### config.mk
export PLATFORM = sky130hd
export DESIGN_NAME = pe_stu_upstream_tx
export DESIGN_NICKNAME = d
export VERILOG_FILES = /design/src/rtl/stack_up_tx_pkg.sv /design/src/rtl/pe_stu_tx_fifo.sv /design/src/rtl/pe_stu_upstream_tx.sv
export SDC_FILE = /design/constraint.sdc
export NUM_CORES = 1
export LEC_CHECK = 0
export CORE_MARGIN = 1.5
export CORE_UTILIZATION = 40
export DETAILED_ROUTE_END_ITERATION = 8
export GPL_ROUTABILITY_DRIVEN = 1
export RECOVER_POWER = 100
export REMOVE_ABC_BUFFERS = 1
export SYNTH_ARGS = -nofsm -noshare
export SYNTH_HDL_FRONTEND = slang
export SYNTH_SLANG_ARGS = --single-unit
### constraint.sdc
create_clock -name clk -period 9.6 [get_ports clk]
set_clock_uncertainty 0.15 [all_clocks]
set_input_delay 2.88 -clock clk [delete_from_list [all_inputs] [get_ports clk]]
set_output_delay 2.88 -clock clk [all_outputs]
set_load 0.1 [all_outputs]
### src/rtl/stack_up_tx_pkg.sv
// Shared definitions for the PE-side upstream stack transmitter: interface widths,
// beat framing codes, FSM states and the latched packet descriptor.
package stack_up_tx_pkg;

    localparam int STACK_UP_INTF_DATA     = 64;
    localparam int STACK_UP_INTF_TYPE     = 2;
    localparam int STACK_UP_INTF_OOB_DATA = 32;
    localparam int STACK_UP_DESC_LEN_W    = 8;

    typedef enum logic [1:0] {
        CNTL_MOM     = 2'b00,
        CNTL_SOM     = 2'b01,
        CNTL_EOM     = 2'b10,
        CNTL_SOM_EOM = 2'b11
    } cntl_e;

    typedef enum logic {
        ST_IDLE = 1'b0,
        ST_SEND = 1'b1
    } state_e;

    typedef struct packed {
        logic [STACK_UP_INTF_TYPE-1:0]     ptype;
        logic [STACK_UP_INTF_OOB_DATA-1:0] oob;
        logic [STACK_UP_DESC_LEN_W-1:0]    len;
    } desc_t;

    function automatic cntl_e frame_cntl(input logic first, input logic last);
        cntl_e c;
        if (first && last) begin
            c = CNTL_SOM_EOM;
        end else if (first) begin
            c = CNTL_SOM;
        end else if (last) begin
            c = CNTL_EOM;
        end else begin
            c = CNTL_MOM;
        end
        return c;
    endfunction

endpackage

### src/rtl/pe_stu_tx_fifo.sv
// Synchronous result-word FIFO with a registered occupancy count; the head word is
// always presented so the output register can load it in the same cycle it pops.
module pe_stu_tx_fifo #(
    parameter int DATA_W = 64,
    parameter int DEPTH  = 8
) (
    input  logic              clk,
    input  logic              srst,
    input  logic              push_i,
    input  logic [DATA_W-1:0] push_data_i,
    input  logic              pop_i,
    output logic [DATA_W-1:0] head_o,
    output logic              full_o,
    output logic              empty_o
);

    localparam int AW = $clog2(DEPTH);

    logic [DATA_W-1:0] mem_q [DEPTH];
    logic [AW-1:0]     wr_ptr_q;
    logic [AW-1:0]     rd_ptr_q;
    logic [AW:0]       count_q;
    logic [AW:0]       count_d;

    always_comb begin
        count_d = count_q;
        if (push_i && !pop_i) begin
            count_d = count_q + 1'b1;
        end else if (pop_i && !push_i) begin
            count_d = count_q - 1'b1;
        end
    end

    always_ff @(posedge clk) begin
        if (srst) begin
            wr_ptr_q <= '0;
            rd_ptr_q <= '0;
            count_q  <= '0;
        end else begin
            if (push_i) begin
                wr_ptr_q <= wr_ptr_q + 1'b1;
            end
            if (pop_i) begin
                rd_ptr_q <= rd_ptr_q + 1'b1;
            end
            count_q <= count_d;
        end
    end

    // Storage carries no reset; occupancy is tracked solely by the pointers and count.
    always_ff @(posedge clk) begin
        if (push_i) begin
            mem_q[wr_ptr_q] <= push_data_i;
        end
    end

    assign head_o  = mem_q[rd_ptr_q];
    assign full_o  = (count_q == (AW+1)'(DEPTH));
    assign empty_o = (count_q == '0);

endmodule

### src/rtl/pe_stu_upstream_tx.sv
// PE-side upstream stack transmitter: frames queued result words into SOM/MOM/EOM beats
// under a per-packet descriptor and drives them out through a single output register.
module pe_stu_upstream_tx
    import stack_up_tx_pkg::*;
#(
    parameter int DATA_W = STACK_UP_INTF_DATA,
    parameter int TYPE_W = STACK_UP_INTF_TYPE,
    parameter int OOB_W  = STACK_UP_INTF_OOB_DATA,
    parameter int LEN_W  = STACK_UP_DESC_LEN_W,
    parameter int FIFO_D = 8
) (
    input  logic              clk,
    input  logic              reset_poweron,
    input  logic              cntl__stu__desc_valid,
    output logic              stu__cntl__desc_ready,
    input  logic [TYPE_W-1:0] cntl__stu__desc_type,
    input  logic [OOB_W-1:0]  cntl__stu__desc_oob,
    input  logic [LEN_W-1:0]  cntl__stu__desc_len,
    input  logic              strm__stu__valid,
    output logic              stu__strm__ready,
    input  logic [DATA_W-1:0] strm__stu__data,
    output logic              pe__stu__valid,
    output logic [1:0]        pe__stu__cntl,
    output logic [TYPE_W-1:0] pe__stu__type,
    output logic [DATA_W-1:0] pe__stu__data,
    output logic [OOB_W-1:0]  pe__stu__oob_data,
    input  logic              stu__pe__ready,
    output logic              stu__cntl__err_len0
);

    logic              fifo_push;
    logic              fifo_pop;
    logic              fifo_full;
    logic              fifo_empty;
    logic [DATA_W-1:0] fifo_head;

    state_e            state_q;
    logic              desc_ready_q;
    desc_t             desc_q;
    logic              first_q;
    logic              err_len0_q;
    logic              valid_q;
    logic [1:0]        cntl_q;
    logic [TYPE_W-1:0] type_q;
    logic [DATA_W-1:0] data_q;
    logic [OOB_W-1:0]  oob_q;

    logic              desc_fire;
    logic [LEN_W-1:0]  len_eff;
    logic [LEN_W-1:0]  cur_len;
    logic              cur_first;
    logic              cur_last;
    logic [TYPE_W-1:0] cur_type;
    logic [OOB_W-1:0]  cur_oob;
    logic              pkt_open;
    logic              load;

    assign fifo_push = strm__stu__valid && !fifo_full;
    assign fifo_pop  = load;

    pe_stu_tx_fifo #(
        .DATA_W (DATA_W),
        .DEPTH  (FIFO_D)
    ) u_fifo (
        .clk         (clk),
        .srst        (reset_poweron),
        .push_i      (fifo_push),
        .push_data_i (strm__stu__data),
        .pop_i       (fifo_pop),
        .head_o      (fifo_head),
        .full_o      (fifo_full),
        .empty_o     (fifo_empty)
    );

    // A descriptor accepted this cycle is usable immediately, so a queued word can be
    // loaded without first passing through the latched descriptor.
    always_comb begin
        desc_fire = cntl__stu__desc_valid && desc_ready_q;
        len_eff   = (cntl__stu__desc_len == '0) ? LEN_W'(1) : cntl__stu__desc_len;
        cur_len   = desc_fire ? len_eff : desc_q.len;
        cur_first = desc_fire ? 1'b1 : first_q;
        cur_type  = desc_fire ? cntl__stu__desc_type : desc_q.ptype;
        cur_oob   = desc_fire ? cntl__stu__desc_oob : desc_q.oob;
        cur_last  = (cur_len == LEN_W'(1));
        pkt_open  = desc_fire || (state_q == ST_SEND);
        load      = pkt_open && (!valid_q || stu__pe__ready) && !fifo_empty;
    end

    always_ff @(posedge clk) begin
        if (reset_poweron) begin
            state_q      <= ST_IDLE;
            desc_ready_q <= 1'b0;
            desc_q       <= '0;
            first_q      <= 1'b0;
            err_len0_q   <= 1'b0;
            valid_q      <= 1'b0;
            cntl_q       <= '0;
            type_q       <= '0;
            data_q       <= '0;
            oob_q        <= '0;
        end else begin
            if (state_q == ST_IDLE && !desc_fire) begin
                desc_ready_q <= 1'b1;
            end

            if (desc_fire) begin
                desc_q.ptype <= cntl__stu__desc_type;
                desc_q.oob   <= cntl__stu__desc_oob;
                desc_q.len   <= len_eff;
                first_q      <= 1'b1;
                state_q      <= ST_SEND;
                desc_ready_q <= 1'b0;
                if (cntl__stu__desc_len == '0) begin
                    err_len0_q <= 1'b1;
                end
            end

            // The last beat closes the packet here, overriding the descriptor accept above
            // when a single-beat packet is accepted and loaded in the same cycle.
            if (load) begin
                valid_q    <= 1'b1;
                cntl_q     <= frame_cntl(cur_first, cur_last);
                type_q     <= cur_type;
                data_q     <= fifo_head;
                oob_q      <= cur_oob;
                desc_q.len <= cur_len - 1'b1;
                first_q    <= 1'b0;
                if (cur_last) begin
                    state_q      <= ST_IDLE;
                    desc_ready_q <= 1'b1;
                end
            end else if (valid_q && stu__pe__ready) begin
                valid_q <= 1'b0;
            end
        end
    end

    assign stu__cntl__desc_ready = desc_ready_q;
    assign stu__strm__ready      = !fifo_full;
    assign pe__stu__valid        = valid_q;
    assign pe__stu__cntl         = cntl_q;
    assign pe__stu__type         = type_q;
    assign pe__stu__data         = data_q;
    assign pe__stu__oob_data     = oob_q;
    assign stu__cntl__err_len0   = err_len0_q;

endmodule
==> results of run 1 <==
## per-layer routing
layer	vias to the layer above	wire, µm
li1	5835	-
met3	80	3280
met4	14	962
met2	318	24900
met5	-	83
met1	6533	23900
## placed cells by master (no fill, tap or decap), types with 8 or more instances in the layout
cell type,instances
mux2i_1,69
edfxtp_1,512
a21oi_1,45
clkbuf_16,73
clkbuf_8,9
clkdlybuf4s50_1,43
a211oi_1,68
nor2_1,85
o22a_1,34
mux4_2,128
nand2_1,78
clkinv_2,8
clkbuf_1,37
dfxtp_1,154
dlygate4sd3_1,170
## synthesized netlist by cell type, types with 3 or more instances
master	n
buf_2	31
ha_1	7
nor2_1	88
dfxtp_1	157
inv_1	7
nand2_1	78
mux2_2	6
xor2_1	4
edfxtp_1	512
a211oi_1	68
buf_1	3
mux4_2	128
nand3_1	7
a21oi_1	45
nand2b_1	3
nor2b_1	4
clkbuf_1	48
nor3_1	7
mux2i_1	69
nor4_1	4
o22a_1	34
## kinds of logic after synthesis
family,synth area share
xor+xnor,0.00212
mux,0.147
fa+ha+maj,0.00434
flops,0.747
simple gates,0.0365
buf+inv,0.0158
compound gates,0.0470
## power by group
part	leakage [nW]	internal [mW]	switching [mW]
clock network	1.14	1.60	1.10
logic	2.80	0.694	1.59
registers	5.94	3.42	0.152
## worst register-to-register path: cells and delay by family (launching register included)
kind                   cells  cell delay (ns)
buffers and inverters      2             3.61
flip-flops                 1             0.43
AND/OR/NAND/NOR            3             0.65
## final timing paths
path | slack, ns | cells past startpoint | end | from
max | 2.01 | 5 | u_fifo.mem_q[1][9] | strm__stu__valid
min | 0.31 | 2 | desc_q[25] | desc_q[25]
max reg2reg | 4.23 | 5 | u_fifo.mem_q[1][9] | u_fifo.count_q[1]
min reg2reg | 0.31 | 2 | desc_q[25] | desc_q[25]
## through the flow
stage,power (mW),utilization,TNS (ns),hold slack (ns)
3_5_place_dp,6.01,0.452,0,0.301
3_3_place_gp,5.98,0.452,0,0.295
2_1_floorplan,5.47,-,-20.60,0.283
4_1_cts,8.74,0.490,0,0.309
5_1_grt,8.93,0.488,0,0.329
6_report,8.57,0.488,0,0.308
## area by class of cell
type / count / area [µm²]
flip-flops and latches: 669 / 18500
clock buffers: 107 / 2050
diodes: 6 / 15.0
inverters: 7 / 26.3
repair buffers: 236 / 2250
clock inverters: 27 / 280
well taps: 790 / 988
fillers: 5134 / 31500
multi-input cells: 589 / 5900
## state kept, by name (all words and copies together) (netlist names)
| register | cells |
|---|---|
| stu__cntl__err_len0 | 1 |
| pe__stu__oob_data | 32 |
| u_fifo.count_q | 4 |
| pe__stu__cntl | 2 |
| first_q | 1 |
| stu__cntl__desc_ready | 1 |
| desc_q | 42 |
| pe__stu__valid | 1 |
| u_fifo.rd_ptr_q | 3 |
| u_fifo.mem_q | 512 |
| pe__stu__type | 2 |
| pe__stu__data | 64 |
| u_fifo.wr_ptr_q | 3 |
| state_q | 1 |
==> impl_metrics.csv, run 1 <==
group,metric,value,unit
status,outcome,"finished with violations",
status,failed_checks,"capacitance limit, slew limit",
place,dp_hpwl,29000,µm
global_routing,first_global_vias,13300,
floorplan,ios,215,
place,gp_congestion,0.762,
routing,drt_iter0_drc,860,
synthesis,async_reset_ff_frac,0,
clock_network,clock_latency,0.61,ns
synthesis,avgSynthCellArea,18.4,µm²
place,portBuffers,214,
global_routing,grtUsageMet2,0.270,
clock_network,cts_setup_buffers,0,
synthesis,ys_top_cells_by_area,"edfxtp_1 62%, dfxtp_1 13%, mux4_2 12%, mux2i_1 2.8%, a211oi_1 2.1%",
critical_path,cp_max_fo,53,
critical_path,cpMaxStageDelayCell,"clkbuf_1",
routing,ant_nets,0,
synthesis,yosysTopAreaCellShare,0.621,
sta,finalCritPeriodShare,0.790,
power_and_ir_drop,irDropWorstVdd,0.151,mV
critical_path,timing.critical_path.mode_cell,"clkbuf_1",
global_routing,overflow,0,
clock_network,cts_buffers,72,
final_layout,layout.cells.non_filler,2431,
floorplan,die_height,252,µm
final_layout,final_nets,1694,
clock_network,ctsHoldBuffers,0,
critical_path,path_class,"in2reg",
critical_path,endpoint_kind,"register",
critical_path,critical_path.cell_chain,"dlygate4sd3_1 -> nand2_1 -> nor3_1 -> clkbuf_1 -> clkbuf_1",
synthesis,synth-main-ff-cell,"edfxtp_1",
critical_path,cpPeakStageDelay,2.92,ns
sta,fin_ws,2.01,ns
clock_network,tritoncts,"built",
synthesis,synth_seq_area_share,0.747,
critical_path,cp.arrival,7.55,ns
floorplan,die-width,252,µm
synthesis,synthCells,1349,
synthesis,syn-cell-area,0.0248,mm²
final_layout,layout-drive-gt1-share,0.159,
final_layout,stdcell_area,0.0300,mm²
sta,fin_crit,7.59,ns
critical_path,cp_num_buf_inv,3,
sta,drv_slew,683,
routing,viasPerCell,5.26,
routing,vias,12800,
global_routing,grt_pass1_wl,80600,µm
floorplan,die-area,0.0634,mm²
power_and_ir_drop,power_density,285,mW/mm²
sta,hold_viol,0,
critical_path,path_delay_family,"buffers and inverters",
synthesis,yosys_warnings,0,
clock_network,path_clk_slew,0.05,ns
synthesis,synth_edf_count,512,
routing,route.detailed.drc,0,
sta,setup_viol,0,
global_routing,gr-usage-met1,0.229,
floorplan,rows,91,
routing,dr.pass1.iters,5,
clock_network,cts.sinks,669,
routing,wl,53200,µm
final_layout,synthToLayoutAreaGrowth,21.2,%
worst_hold_path,min_path_type,"reg2reg",
global_routing,grt_max_degree,98,
critical_path,cp-start-kind,"input port",
global_routing,grtUsageMet3,0.0433,
place,dpl-instance-area,0.0278,mm²
global_routing,busiest_layer,"met2",
sta,tightestPinTransition,4.89,ns
clock_network,ctsResizeCount,0,
flow_run,drv_cap,12,
clock_network,clock_path_buffers,3,
place,post-place-ws,2.83,ns
sta,rsz0062_at_grt,"false",
clock_network,cts-htree-levels,3,
critical_path,required,9.56,ns
synthesis,ys_ff_latch,669,
sta,fmax,0.132,GHz
clock_network,cts_root_buf,"clkbuf_16",
synthesis,synth.distinct_cells,48,
global_routing,antenna_found_initial,15,
sta,max_slew_margin,-2.26,
place,dp_cells,2291,
floorplan,core,0.0615,mm²
global_routing,grt_util_all_layers,0.169,
synthesis,yosysTopAreaCell,"edfxtp_1",
power_and_ir_drop,cellLeakagePower,9.87,nW
floorplan,start_util,0.403,
routing,wl_per_cell,21.9,µm
Note: power is estimated with default switching activity, not from simulation.
==> run 2, diff against run 1 <==
==> constraint.sdc (replaced) <==
create_clock -name clk -period 6.8 [get_ports clk]
set_clock_uncertainty 0.15 [all_clocks]
set_input_delay 2.04 -clock clk [delete_from_list [all_inputs] [get_ports clk]]
set_output_delay 2.04 -clock clk [all_outputs]
set_load 0.1 [all_outputs]
==> run 2 against run 1 <==
  * Count of clock-buffer cells in the layout is 7 lower
  * The flow still finishes with violations (capacitance limit, slew limit)
  * Register-to-register slack worse by 1.2 ns
  * Largest power group unchanged
  * Non-clock buffer count is 1 higher
  * Die area stayed put
==> impl_metrics.csv, run 2 (synthesis gave the netlist of run 1 again) <==
group,metric,value,unit
status,outcome,"finished with violations",
status,failed_checks,"capacitance limit, slew limit",
critical_path,endpoint_kind,"register",
place,post-place-ws,1.75,ns
final_layout,regMostFlops,"u_fifo.mem_q",
routing,route.detailed.drc,0,
floorplan,core,0.0615,mm²
clock_network,clock_latency,0.60,ns
clock_network,clock_path_buffers,3,
final_layout,final_util,0.487,
global_routing,grt_pass1_wl,83500,µm
clock_network,path_clk_slew,0.06,ns
clock_network,ctsResizeCount,0,
sta,finalCritPeriodShare,0.819,
clock_network,ctsHoldBuffers,0,
floorplan,rows,91,
global_routing,grt_max_degree,173,
power_and_ir_drop,power,12.0,mW
critical_path,cpPeakStageDelay,2.58,ns
sta,fin_ws,1.23,ns
final_layout,layout.area.seq,0.0185,mm²
clock_network,cts_setup_buffers,0,
final_layout,final_nets,1692,
sta,setup_viol,0,
sta,tightestPinTransition,3.75,ns
global_routing,grt_util_all_layers,0.176,
final_layout,num-fill-cells,5114,
final_layout,layout-drive-gt1-share,0.163,
final_layout,synthToLayoutAreaGrowth,20.9,%
floorplan,die-area,0.0634,mm²
routing,wl_per_cell,22.7,µm
critical_path,required,7.14,ns
critical_path,rrSetupSlack,3.02,ns
final_layout,layout_commonest_cell,"edfxtp_1",
sta,fmax,0.180,GHz
routing,dr.pass1.iters,5,
place,dp_hpwl,29400,µm
power_and_ir_drop,cellLeakagePower,9.87,nW
sta,whs,0.307,ns
power_and_ir_drop,p_comb_frac,0.267,
global_routing,antenna_found_initial,19,
sta,hold_viol,0,
routing,ant_nets,0,
critical_path,path_class,"in2reg",
clock_network,cts-htree-levels,3,
power_and_ir_drop,p_sw,4.00,mW
floorplan,ios,215,
floorplan,die-width,252,µm
power_and_ir_drop,p_sw_frac,0.334,
routing,drt_iter0_drc,772,
routing,viasPerCell,5.33,
worst_hold_path,min_path_type,"reg2reg",
sta,max_slew_margin,-1.50,
final_layout,final_cell_mix,"512 x edfxtp_1, 169 x dlygate4sd3_1, 154 x dfxtp_1",
sta,fin_crit,5.57,ns
critical_path,r2r_cells,4,
clock_network,cts.sinks,669,
sta,drv_slew,484,
global_routing,overflow,0,
sta,final.setup.tns,0,ns
critical_path,cp_max_fo,56,
place,gp_congestion,0.801,
clock_network,cts_buffers,69,
critical_path,cpMaxStageDelayCell,"clkbuf_1",
place,portBuffers,214,
power_and_ir_drop,power_density,400,mW/mm²
power_and_ir_drop,intPower,7.97,mW
place,dp_cells,2292,
critical_path,critical_path.cell_chain,"clkbuf_1 -> buf_4 -> nor2_1 -> mux2_2",
floorplan,die_height,252,µm
sta,rsz0062_at_grt,"false",
critical_path,cp.arrival,5.91,ns
routing,wl,55100,µm
final_layout,stdcell_area,0.0299,mm²
final_layout,largest_reg_flops,512,
power_and_ir_drop,p_seq_frac,0.424,
power_and_ir_drop,power_frac_clock,0.308,
clock_network,tritoncts,"built",
place,dpl-instance-area,0.0278,mm²
flow_run,drv_cap,9,
critical_path,cp-start-kind,"input port",
final_layout,multi_input_area,0.00589,mm²
routing,vias,12900,
floorplan,start_util,0.403,
clock_network,cts_root_buf,"clkbuf_16",
worst_hold_path,holdPathStages,2,
global_routing,first_global_vias,13400,
final_layout,layout.cells.non_filler,2426,
power_and_ir_drop,irDropWorstVdd,0.264,mV
## run 2: changes by cell type in the layout (fill, tap and decap cells not counted), moves of 3 or more
cell / previous run / this run
clkbuf_1: 37 / 26
clkbuf_2: 2 / 11
clkbuf_8: 9 / 5
clkinv_2: 8 / 12
clkinvlp_4: 3 / 0
## run 2: area by class of cell
| cell class | instances | share of cell area |
|---|---|---|
| Sequential cell | 669 | 0.619 |
| Inverter | 7 | 0.000877 |
| Clock buffer | 100 | 0.0655 |
| Multi-Input combinational cell | 589 | 0.197 |
| Timing Repair Buffer | 237 | 0.0762 |
| Clock inverter | 28 | 0.00861 |
| Tap cell | 790 | 0.0330 |
| Antenna cell | 6 | 0.000501 |
## run 2: worst max-delay path: cells and delay by family
| kind | cells | cell delay (ns) |
|---|---|---|
| AND/OR/NAND/NOR | 1 | 0.10 |
| multiplexers | 1 | 0.27 |
| buffers and inverters | 2 | 3.44 |
## run 2: power groups by stage
stage	sequential (mW)	combinational, mW	clock [mW]
3_3_place_gp	5.15	3.29	0
4_1_cts	5.09	3.33	3.79
5_1_grt	5.13	3.39	3.95
6_report	5.08	3.20	3.69
2_1_floorplan	6.55	1.17	0
3_5_place_dp	5.17	3.32	0
## run 2: routing by layer
metal  global-route usage  share of wire  up-vias
li1                     -              -     5849
met1                0.246           0.45     6651
met2                0.278           0.47      325
met3               0.0417          0.059       88
met4               0.0486          0.017       16
met5                    0         0.0019        -
## run 2: path summary, 6_finish.rpt
kind	start	endpoint
worst max-delay path	reset_poweron	desc_q[7]
worst min-delay path	desc_q[41]	desc_q[41]
worst max register to register	u_fifo.count_q[0]	u_fifo.mem_q[5][51]
worst min register to register	desc_q[41]	desc_q[41]
==> run 3, diff against run 2 <==
==> constraint.sdc (replaced) <==
create_clock -name clk -period 4.75 [get_ports clk]
set_clock_uncertainty 0.15 [all_clocks]
set_input_delay 1.425 -clock clk [delete_from_list [all_inputs] [get_ports clk]]
set_output_delay 1.425 -clock clk [all_outputs]
set_load 0.1 [all_outputs]
==> run 3 against run 2 <==
  * The flow still finishes with violations (capacitance limit, slew limit)
  * Global-route usage fell by 0.86 points
  * Largest power group unchanged
  * Count of clock-buffer cells in the layout increased by 2
  * Routed wire length shrank 3.6%
==> impl_metrics.csv, run 3 (synthesis gave the netlist of run 1 again) <==
group,metric,value,unit
floorplan,die-area,0.0634,mm²
global_routing,grt_util_all_layers,0.168,
power_and_ir_drop,power,17.3,mW
sta,tightestPinTransition,2.50,ns
final_layout,largest_reg_flops,512,
power_and_ir_drop,p_sw_frac,0.332,
power_and_ir_drop,p_seq_frac,0.418,
power_and_ir_drop,irDropWorstVdd,0.410,mV
critical_path,path_class,"in2reg",
routing,wl_per_cell,21.8,µm
power_and_ir_drop,power_frac_clock,0.313,
power_and_ir_drop,cellLeakagePower,9.91,nW
final_layout,final_cell_mix,"512 x edfxtp_1, 169 x dlygate4sd3_1, 155 x dfxtp_1",
global_routing,overflow,0,
place,portBuffers,214,
final_layout,multi_input_area,0.00587,mm²
floorplan,start_util,0.403,
routing,vias,12800,
clock_network,cts_buffers,70,
routing,viasPerCell,5.27,
global_routing,antenna_found_initial,14,
clock_network,cts_setup_buffers,0,
power_and_ir_drop,p_comb_frac,0.269,
final_layout,final_nets,1701,
routing,route.detailed.drc,0,
clock_network,clock_latency,0.60,ns
sta,max_slew_margin,-0.666,
final_layout,num-fill-cells,5101,
place,dp_cells,2300,
routing,dr.pass1.iters,4,
critical_path,endpoint_kind,"register",
clock_network,path_clk_slew,0.05,ns
final_layout,final_util,0.489,
place,gp_congestion,0.792,
sta,setup_viol,0,
routing,ant_nets,0,
floorplan,core,0.0615,mm²
flow_run,drv_cap,9,
place,dp_hpwl,30300,µm
clock_network,cts.sinks,669,
sta,drv_slew,357,
final_layout,synthToLayoutAreaGrowth,21.3,%
status,outcome,"finished with violations",
power_and_ir_drop,p_sw,5.73,mW
final_layout,layout.area.seq,0.0185,mm²
power_and_ir_drop,intPower,11.5,mW
sta,final.setup.tns,0,ns
routing,drt_iter0_drc,783,
sta,fin_crit,4.18,ns
floorplan,die-width,252,µm
critical_path,cp_max_fo,31,
sta,hold_viol,0,
clock_network,ctsHoldBuffers,0,
floorplan,ios,215,
global_routing,grt_max_degree,173,
critical_path,required,5.13,ns
clock_network,cts_root_buf,"clkbuf_16",
status,failed_checks,"capacitance limit, slew limit",
clock_network,clock_path_buffers,3,
critical_path,cp.arrival,4.56,ns
clock_network,cts-htree-levels,3,
routing,wl,53100,µm
floorplan,die_height,252,µm
worst_hold_path,min_path_type,"reg2reg",
clock_network,tritoncts,"built",
final_layout,layout.cells.non_filler,2435,
global_routing,first_global_vias,13000,
floorplan,rows,91,
final_layout,regMostFlops,"u_fifo.mem_q",
sta,rsz0062_at_grt,"false",
critical_path,cp-start-kind,"input port",
power_and_ir_drop,power_density,574,mW/mm²
sta,fmax,0.239,GHz
sta,finalCritPeriodShare,0.880,
final_layout,layout_commonest_cell,"edfxtp_1",
final_layout,layout-drive-gt1-share,0.163,
clock_network,ctsResizeCount,0,
global_routing,grt_pass1_wl,80400,µm
## run 3: cell count changes in the layout (fill, tap and decap cells not counted), sizes merged
cell / before / now
clkbuf: 114 / 123
clkinv: 20 / 14
clkinvlp: 0 / 4
buf: 10 / 12
clkdlybuf4s50: 44 / 43
diode: 6 / 7
## run 3: worst paths after layout
check	startpoint	endpoint	slack [ns]	cells after the start
setup / recovery	cntl__stu__desc_valid	pe__stu__oob_data[26]	0.57	7
hold / removal	desc_q[17]	desc_q[17]	0.31	2
setup reg to reg	u_fifo.rd_ptr_q[1]	pe__stu__data[32]	0.65	5
hold reg to reg	desc_q[17]	desc_q[17]	0.31	2
## run 3: worst max-delay path, stage by stage
cell and delay [ns]:
dlygate4sd3_1 0.55, clkbuf_1 0.38, and2_0 0.53, clkbuf_1 1.07, nand2_1 0.19, a21oi_1 0.24
o22a_1 0.15
## run 3: layout make-up
class	instances	area share
Antenna cell	7	0.000583
Clock buffer	102	0.0678
Clock inverter	26	0.00866
Inverter	7	0.000874
Multi-Input combinational cell	589	0.195
Sequential cell	669	0.616
Tap cell	790	0.0329
Timing Repair Buffer	245	0.0779
## run 3: per-layer routing
metal | share of wire | routed length (µm) | GRT usage | up-vias
li1 | - | - | - | 5846
met1 | 0.45 | 24100 | 0.233 | 6547
met2 | 0.46 | 24500 | 0.267 | 333
met3 | 0.066 | 3510 | 0.0386 | 84
met4 | 0.017 | 901 | 0.0452 | 12
met5 | 0.0013 | 69 | 0 | -
## run 3: power by group through the flow
stage | combinational [mW] | clock, mW | sequential [mW]
4_1_cts | 4.84 | 5.55 | 7.23
5_1_grt | 4.90 | 5.75 | 7.30
3_3_place_gp | 4.80 | 0 | 7.33
3_5_place_dp | 4.83 | 0 | 7.35
2_1_floorplan | 1.67 | 0 | 9.38
6_report | 4.64 | 5.40 | 7.22
## run 3: stage by stage
stage / worst slack, ns / hold slack [ns] / cell area, µm²
final: 0.568 / 0.311 / 30100
after global routing: 0.351 / 0.337 / 30000
after CTS: 0.734 / 0.314 / 30300
after detailed placement: 0.577 / 0.305 / 28000
after global placement: 0.572 / 0.296 / 28000
after floorplan: -3.72 / 0.283 / 24400
